[config.mk]
export PLATFORM = sky130hd
export DESIGN_NAME = axis_upsizer
export DESIGN_NICKNAME = d
export VERILOG_FILES = /design/src/rtl/axis_upsizer.sv
export SDC_FILE = /design/constraint.sdc
export NUM_CORES = 1
export LEC_CHECK = 0
export ABC_CLOCK_PERIOD_IN_PS = 2300
export CORE_MARGIN = 5
export CORE_UTILIZATION = 47
export DETAILED_ROUTE_END_ITERATION = 8
export GPL_TIMING_DRIVEN = 0
export PLACE_DENSITY = 0.76
export REMOVE_ABC_BUFFERS = 1
export SLEW_MARGIN = 20
export SYNTH_ARGS = -nofsm -noshare
export SYNTH_HDL_FRONTEND = slang
export SYNTH_SLANG_ARGS = --single-unit
[constraint.sdc]
create_clock -name aclk -period 2.3 [get_ports aclk]
set_clock_uncertainty 0.05 [all_clocks]
set_input_delay 0.46 -clock aclk [delete_from_list [all_inputs] [get_ports aclk]]
set_output_delay 0.46 -clock aclk [all_outputs]
set_load 0.02 [all_outputs]
[src/rtl/axis_upsizer.sv]
// axis_upsizer: packs narrow AXI4-Stream words into one wide word.
// Input words fill lanes from the bottom (lane 0 = first word). The number of
// words per output word is cfg_data[CNTR_WIDTH-1:0] + 1, capped at RATIO.
// The output stage is a single register. It accepts a new word in the same
// cycle that the old one drains, so a stream flows with no bubbles.
// M_AXIS_TDATA_WIDTH must be an integer multiple of S_AXIS_TDATA_WIDTH.
module axis_upsizer #(
    parameter int S_AXIS_TDATA_WIDTH = 32,
    parameter int M_AXIS_TDATA_WIDTH = 128
) (
    input  logic                          aclk,
    input  logic                          aresetn,
    input  logic [15:0]                   cfg_data,
    input  logic [S_AXIS_TDATA_WIDTH-1:0] s_axis_tdata,
    input  logic                          s_axis_tvalid,
    output logic                          s_axis_tready,
    output logic [M_AXIS_TDATA_WIDTH-1:0] m_axis_tdata,
    output logic                          m_axis_tvalid,
    input  logic                          m_axis_tready
);

    localparam int S          = S_AXIS_TDATA_WIDTH;
    localparam int M          = M_AXIS_TDATA_WIDTH;
    localparam int RATIO      = M / S;
    localparam int CNTR_WIDTH = (RATIO > 1) ? $clog2(RATIO) : 1;

    logic [CNTR_WIDTH-1:0] cntr_q, cntr_d;
    logic [M-1:0]          asm_q, asm_d;
    logic [M-1:0]          out_data_q, out_data_d;
    logic                  out_valid_q, out_valid_d;

    logic                  last;
    logic                  s_hs;
    logic                  m_hs;
    logic [M-1:0]          asm_wr;
    logic [M-1:0]          word_full;
    logic                  cfg_unused;

    // Only the low CNTR_WIDTH bits of cfg_data select the word length.
    assign cfg_unused = ^cfg_data[15:CNTR_WIDTH];

    // The hardware cap at RATIO-1 also ends a word when cfg shrinks below cntr.
    assign last = (cntr_q == cfg_data[CNTR_WIDTH-1:0]) ||
                  (cntr_q == CNTR_WIDTH'(RATIO - 1));

    // Stall only when a last word would overwrite an output that cannot drain.
    assign s_axis_tready = !(last && out_valid_q && !m_axis_tready);

    assign s_hs = s_axis_tvalid && s_axis_tready;
    assign m_hs = out_valid_q && m_axis_tready;

    assign m_axis_tdata  = out_data_q;
    assign m_axis_tvalid = out_valid_q;

    // Lane insertion: asm_wr writes only lane cntr. word_full also zeroes the
    // lanes above cntr, so a short word is padded with zeros in its upper lanes.
    always_comb begin
        asm_wr    = asm_q;
        word_full = asm_q;
        for (int i = 0; i < RATIO; i++) begin
            if (i == int'(cntr_q)) begin
                asm_wr[i*S +: S]    = s_axis_tdata;
                word_full[i*S +: S] = s_axis_tdata;
            end else if (i > int'(cntr_q)) begin
                word_full[i*S +: S] = '0;
            end
        end
    end

    // Next-state: pack on accept, load the output on the last word, drain on handshake.
    always_comb begin
        cntr_d      = cntr_q;
        asm_d       = asm_q;
        out_data_d  = out_data_q;
        out_valid_d = out_valid_q;
        if (s_hs && last) begin
            cntr_d      = '0;
            asm_d       = '0;
            out_data_d  = word_full;
            out_valid_d = 1'b1;
        end else begin
            if (s_hs) begin
                cntr_d = cntr_q + CNTR_WIDTH'(1);
                asm_d  = asm_wr;
            end
            if (m_hs) begin
                out_valid_d = 1'b0;
            end
        end
    end

    // State registers with synchronous active-low reset.
    always_ff @(posedge aclk) begin
        if (!aresetn) begin
            cntr_q      <= '0;
            asm_q       <= '0;
            out_data_q  <= '0;
            out_valid_q <= 1'b0;
        end else begin
            cntr_q      <= cntr_d;
            asm_q       <= asm_d;
            out_data_q  <= out_data_d;
            out_valid_q <= out_valid_d;
        end
    end

endmodule

==> impl_metrics.ini, run 1 <==
[run_status]
status = finished, final reports clean

[worst_setup_path]
crit_path_start_kind = flip-flop
startpoint = cntr_q[1]
regToRegStartpoint = cntr_q[1]
slowest_delay_ns = 0.41
path_common_cell = buf_16
worst_ep_required_time_ns = 2.63
crit_fanout = 26
cp_data_arrival_time_ns = 2.55
crit_slowest_cell = dfxtp_4
setup.worst_path.end_class = flip-flop
critPathKind = reg -> reg
cp_cell_sequence = xor2_4, o21ai_4, buf_16, buf_16, buf_16, and2_4, clkbuf_16, a211oi_2

[logic_synthesis]
ys_seq_elements = 227
syn_area_um2 = 10100
synthArstFlopShare_pct = 0
ys_seq_area_share_pct = 45.1
synthDistinctLibCells = 32
ys.flop_type = dfxtp_1
synth_edf_count = 0
synth_warnings = 0
synth.avg_cell_area_um2 = 8.88
synthCells = 1135

[clock_network]
root_buffer = clkbuf_16
htree_levels = 1
cts_tree = yes
clock_latency_ns = 0.51
clk_pin_slew_ns = 0.06
cts_num_sinks = 227
holdBufCountCts = 0
cts_made_buffers = 25
clock_path_buffers = 3

[timing]
whs_ns = 0.412
timing.setup.tns_ns = 0
tightest_slew_ns = 0.637
finalHoldViolCount = 0
slew_headroom_pct = 57.5
finalSetupViolCount = 0
fmax_ghz = 0.450
period_needed_ns = 2.22
rsz0062_at_grt = no
drv_slew = 0
timing.final.crit_share_pct = 96.6

[layout]
layout-drive-gt1-share_pct = 13.7
area_delta_synth_final_pct = 32.3
final_common_cell = a21oi_1
final_cell_mix = a21oi_1 (247), dfxtp_1 (225), clkdlybuf4s50_1 (163)
nets = 1269

[routing]
num_vias = 9164
ant_nets = 0
drcViolationCount = 0
drt_iter0_markers = 555
wirelength_um = 32000
viasPerCell = 6.10
post_drt_wl_per_cell_um = 21.3
dr.pass1.iters = 4

[global_route]
grt_pass1_vias = 8553
grt_usage_pct = 23.8
grt_overflow = 0
grt_max_degree = 70
grt_pass1_wl_um = 47600
antenna_found_initial = 1

[floorplan]
die_h_um = 156
dieArea_um2 = 24500
die_w_um = 156
std_cell_rows = 53
io_pins = 182
start_util_pct = 47.8
coreArea_um2 = 21100

[pwr]
vdd_ir_drop_max_v = 0.000471
power_w = 0.0105
power_density_nw_per_um2 = 790
power.leakage_nw = 4.46

[place]
place.gp.congestion = 0.704
port_buffers = 167
dp_hpwl_um = 17700

[min_path]
hold_path.class = reg -> reg
holdCritStartpoint = asm_q[44]

[run]
drv_cap = 0
## metal layers
| metal | GRT usage, % | vias to the layer above | share of wire (%) |
|---|---|---|---|
| met1 | 32.5 | 4436 | 44 |
| met5 | 0 | - | 0 |
| li1 | - | 4359 | - |
| met3 | 4.09 | 47 | 6.9 |
| met2 | 39.7 | 322 | 47 |
| met4 | 5.17 | 0 | 1.6 |
## cell type report
type / count / area [um^2]
well taps: 275 / 344
clock inverters: 9 / 109
flip-flops and latches: 227 / 4550
diodes: 1 / 2.50
clock buffers: 32 / 682
multi-input cells: 737 / 4980
fillers: 1715 / 7750
inverters: 4 / 22.5
repair buffers: 218 / 2650
## cell usage after synthesis (2+ instances only)
| library cell | n | area share (%) |
|---|---|---|
| nand2_1 | 43 | 1.6 |
| a211oi_1 | 46 | 3.4 |
| a311oi_1 | 10 | 0.87 |
| o211ai_1 | 96 | 7.1 |
| inv_1 | 4 | 0.15 |
| buf_2 | 54 | 2.7 |
| xor2_2 | 2 | 0.32 |
| buf_4 | 4 | 0.30 |
| clkbuf_1 | 67 | 2.5 |
| dfxtp_1 | 227 | 45 |
| buf_6 | 8 | 0.89 |
| ha_1 | 4 | 0.50 |
| o2111ai_1 | 3 | 0.26 |
| nor2_1 | 32 | 1.2 |
| or3b_2 | 9 | 0.78 |
| mux2i_1 | 32 | 3.2 |
| nand3_1 | 102 | 5.1 |
| nor3b_1 | 23 | 1.7 |
| buf_1 | 39 | 1.5 |
| a21oi_1 | 247 | 12 |
| and2_1 | 2 | 0.12 |
| a22o_1 | 32 | 2.8 |
| a211oi_2 | 40 | 5.0 |
## critical path, delay by kind of cell, from the launching register on
| kind | cells | cell delay (ns) |
|---|---|---|
| AOI/OAI and AO/OA | 2 | 0.32 |
| and+or+nand+nor | 1 | 0.27 |
| DFF | 1 | 0.41 |
| buffers and inverters | 4 | 0.82 |
| xor gates and xnor gates | 1 | 0.18 |
## through the flow
stage | cells | utilization, % | setup WS, ns | instance area, um^2
2_1_floorplan | 963 | - | -4.57 | 9290
3_3_place_gp | 1405 | 53.6 | -8.44 | 11300
3_5_place_dp | 1431 | 57.5 | -1.28 | 12100
4_1_cts | 1489 | 62.2 | -0.0267 | 13100
5_1_grt | 1503 | 63.3 | 0.0148 | 13300
6_report | 1503 | 63.3 | 0.0789 | 13300
## kinds of logic after synthesis
group / synth area share (%)
muxes: 3.18
xor gates and xnor gates: 0.323
buffers and inverters: 7.97
DFF: 45.1
AOI/OAI and AO/OA: 32.2
and+or+nand+nor: 10.7
adders and majority gates: 0.496
## final timing paths
| path | end | slack (ns) | cells past startpoint |
|---|---|---|---|
| max | m_axis_tdata[90] | 0.08 | 8 |
| min | asm_q[44] | 0.41 | 2 |
| max reg2reg | m_axis_tdata[90] | 0.08 | 8 |
| min reg2reg | asm_q[44] | 0.41 | 2 |
## sequential cells by signal, indices dropped and copies added (netlist names)
signal	flops
m_axis_tvalid	1
cntr_q	2
asm_q	96
m_axis_tdata	128
## repair_timing
item / in CTS / in global routing
buffers inserted: 13 / 10
pin swaps: 7 / 4
endpoints found under the setup margin: 227 / 190
endpoints found under the hold margin: 0 / 0
resized for setup: 15 / 11
cloned: 4 / 4
## power breakdown
part | leakage [nW] | switching, W | total [W] | internal [W]
sequential | 1.85 | 0.000132 | 0.00431 | 0.00418
combinational | 2.22 | 0.00136 | 0.00231 | 0.000951
clock | 0.388 | 0.00160 | 0.00391 | 0.00231
No activity file was read; power rests on OpenSTA's default activity.
==> run 2: changes to the inputs <==
--- a/config.mk
+++ b/config.mk
@@ -5,12 +5,12 @@
 export SDC_FILE = /design/constraint.sdc
 export NUM_CORES = 1
 export LEC_CHECK = 0
-export ABC_CLOCK_PERIOD_IN_PS = 2300
+export ABC_CLOCK_PERIOD_IN_PS = 2100
 export CORE_MARGIN = 5
-export CORE_UTILIZATION = 47
+export CORE_UTILIZATION = 50
 export DETAILED_ROUTE_END_ITERATION = 8
 export GPL_TIMING_DRIVEN = 0
-export PLACE_DENSITY = 0.76
+export PLACE_DENSITY = 0.77
 export REMOVE_ABC_BUFFERS = 1
 export SLEW_MARGIN = 20
 export SYNTH_ARGS = -nofsm -noshare
==> constraint.sdc (replaced) <==
create_clock -name aclk -period 2.1 [get_ports aclk]
set_clock_uncertainty 0.05 [all_clocks]
set_input_delay 0.42 -clock aclk [delete_from_list [all_inputs] [get_ports aclk]]
set_output_delay 0.42 -clock aclk [all_outputs]
set_load 0.02 [all_outputs]
==> impl_metrics.ini, run 2 (synthesis gave the netlist of run 1 again) <==
[worst_setup_path]
cp_data_arrival_time_ns = 1.62
setup.worst_path.end_class = output port
crit_fanout = 5
crit_path_start_kind = flip-flop
worst_ep_required_time_ns = 1.63
critPathKind = reg -> out

[timing]
timing.final.crit_share_pct = 99.3
finalSetupViolCount = 0
fmax_ghz = 0.479
drv_slew = 0
finalHoldViolCount = 0
fin_ws_ns = 0.0144
slew_headroom_pct = 51.8
tightest_slew_ns = 0.723
period_needed_ns = 2.09

[place]
dp_hpwl_um = 17900
place.gp.congestion = 0.725
pre_cts_slack_ns = -1.16
placed_area_um2 = 12100
port_buffers = 167

[layout]
n_fill_cell = 1598
final_cell_mix = a21oi_1 (247), dfxtp_1 (225), clkdlybuf4s50_1 (163)
antennaDiodeCount = 0
final_common_cell = a21oi_1
fin_area_um2 = 13400
nets = 1270
fin_util_pct = 67.1
layout-drive-gt1-share_pct = 14.0
multiInputGateArea_um2 = 5010
area_delta_synth_final_pct = 33.3
regArea_um2 = 4550
largest_reg_flops = 128

[routing]
post_drt_wl_per_cell_um = 22.7
wirelength_um = 34000
num_vias = 9581
drt_iter0_markers = 892
ant_nets = 0
dr.pass1.iters = 7
drcViolationCount = 0
viasPerCell = 6.38

[clock_network]
clock_latency_ns = 0.52
htree_levels = 1
holdBufCountCts = 0
root_buffer = clkbuf_16
cts_num_sinks = 227
clk_pin_slew_ns = 0.06
clock_path_buffers = 3
cts_tree = yes
cts_made_buffers = 25

[pwr]
vdd_ir_drop_max_v = 0.000781
power.leakage_nw = 4.49
power_density_nw_per_um2 = 868

[run]
drv_cap = 0

[global_route]
grt_usage_pct = 27.2
grt_max_degree = 69
grt_pass1_vias = 9047
grt_pass1_wl_um = 52300
grt_overflow = 0
antenna_found_initial = 0

[floorplan]
dieArea_um2 = 23100
die_h_um = 152
coreArea_um2 = 20000
die_w_um = 152
io_pins = 182
std_cell_rows = 52
start_util_pct = 50.3

[run_status]
status = finished, final reports clean

[min_path]
hold_path.class = reg -> reg
[run 2: changes by cell type in the layout (fill, tap and decap cells not counted), moves of 2 or more]
cell	change
clkbuf_16	-3
bufbuf_16	+2
clkbuf_8	+7
dlygate4sd2_1	+2
buf_12	+3
inv_6	-2
clkbuf_1	+2
buf_4	-2
dlymetal6s2s_1	-2
[run 2: final timing paths]
| check | cells after the start | start | slack [ns] | to |
|---|---|---|---|---|
| worst min-delay path | 2 | asm_q[33] | 0.41 | asm_q[33] |
| worst max-delay path | 5 | cntr_q[1] | 0.01 | s_axis_tready |
| worst max register to register | 6 | cntr_q[1] | 0.02 | asm_q[8] |
| worst min register to register | 2 | asm_q[33] | 0.41 | asm_q[33] |
[run 2: routing by layer]
layer  track usage, %  routed length [um]  up-vias
met2             44.1               16000      520
met3             4.75                3110      114
met5                0                   0        -
met4             9.93                1070        0
li1                 -                   -     4357
met1             36.7               13900     4590
[run 2: timing repair]
action,CTS,global route
cloned,7,1
setup endpoints to repair,227,115
setup buffers,20,5
pin swaps,10,3
gates resized for setup,21,12
[run 2: power breakdown]
part	internal, W	leakage (nW)	switching [W]
Sequential	0.00458	1.85	0.000145
Clock	0.00254	0.400	0.00179
Combinational	0.00106	2.24	0.00155
[run 2: cell type report]
class,instances,area share [%]
Clock buffer,41,5.85
Clock inverter,4,0.196
Inverter,4,0.335
Multi-Input combinational cell,738,37.3
Sequential cell,227,33.9
Tap cell,270,2.51
Timing Repair Buffer,218,20.0
[run 2: critical path, stage by stage (launching register included)]
cell and delay, ns:
dfxtp_4 0.41, ha_4 0.18, clkinvlp_4 0.12, o21ai_4 0.10
nand2b_1 0.13, buf_6 0.15
[run 2: metrics by stage]
| stage | setup TNS (ns) | hold WS [ns] | total power [W] | cells |
|---|---|---|---|---|
| 6_report | 0 | 0.411 | 0.0117 | 1502 |
| 5_1_grt | -0.0706 | 0.426 | 0.0121 | 1502 |
| 3_3_place_gp | -1783.68 | 0.398 | 0.00686 | 1400 |
| 3_5_place_dp | -219.88 | 0.404 | 0.00711 | 1424 |
| 4_1_cts | -0.00537 | 0.412 | 0.0116 | 1496 |
| 2_1_floorplan | -930.40 | 0.393 | 0.00602 | 963 |
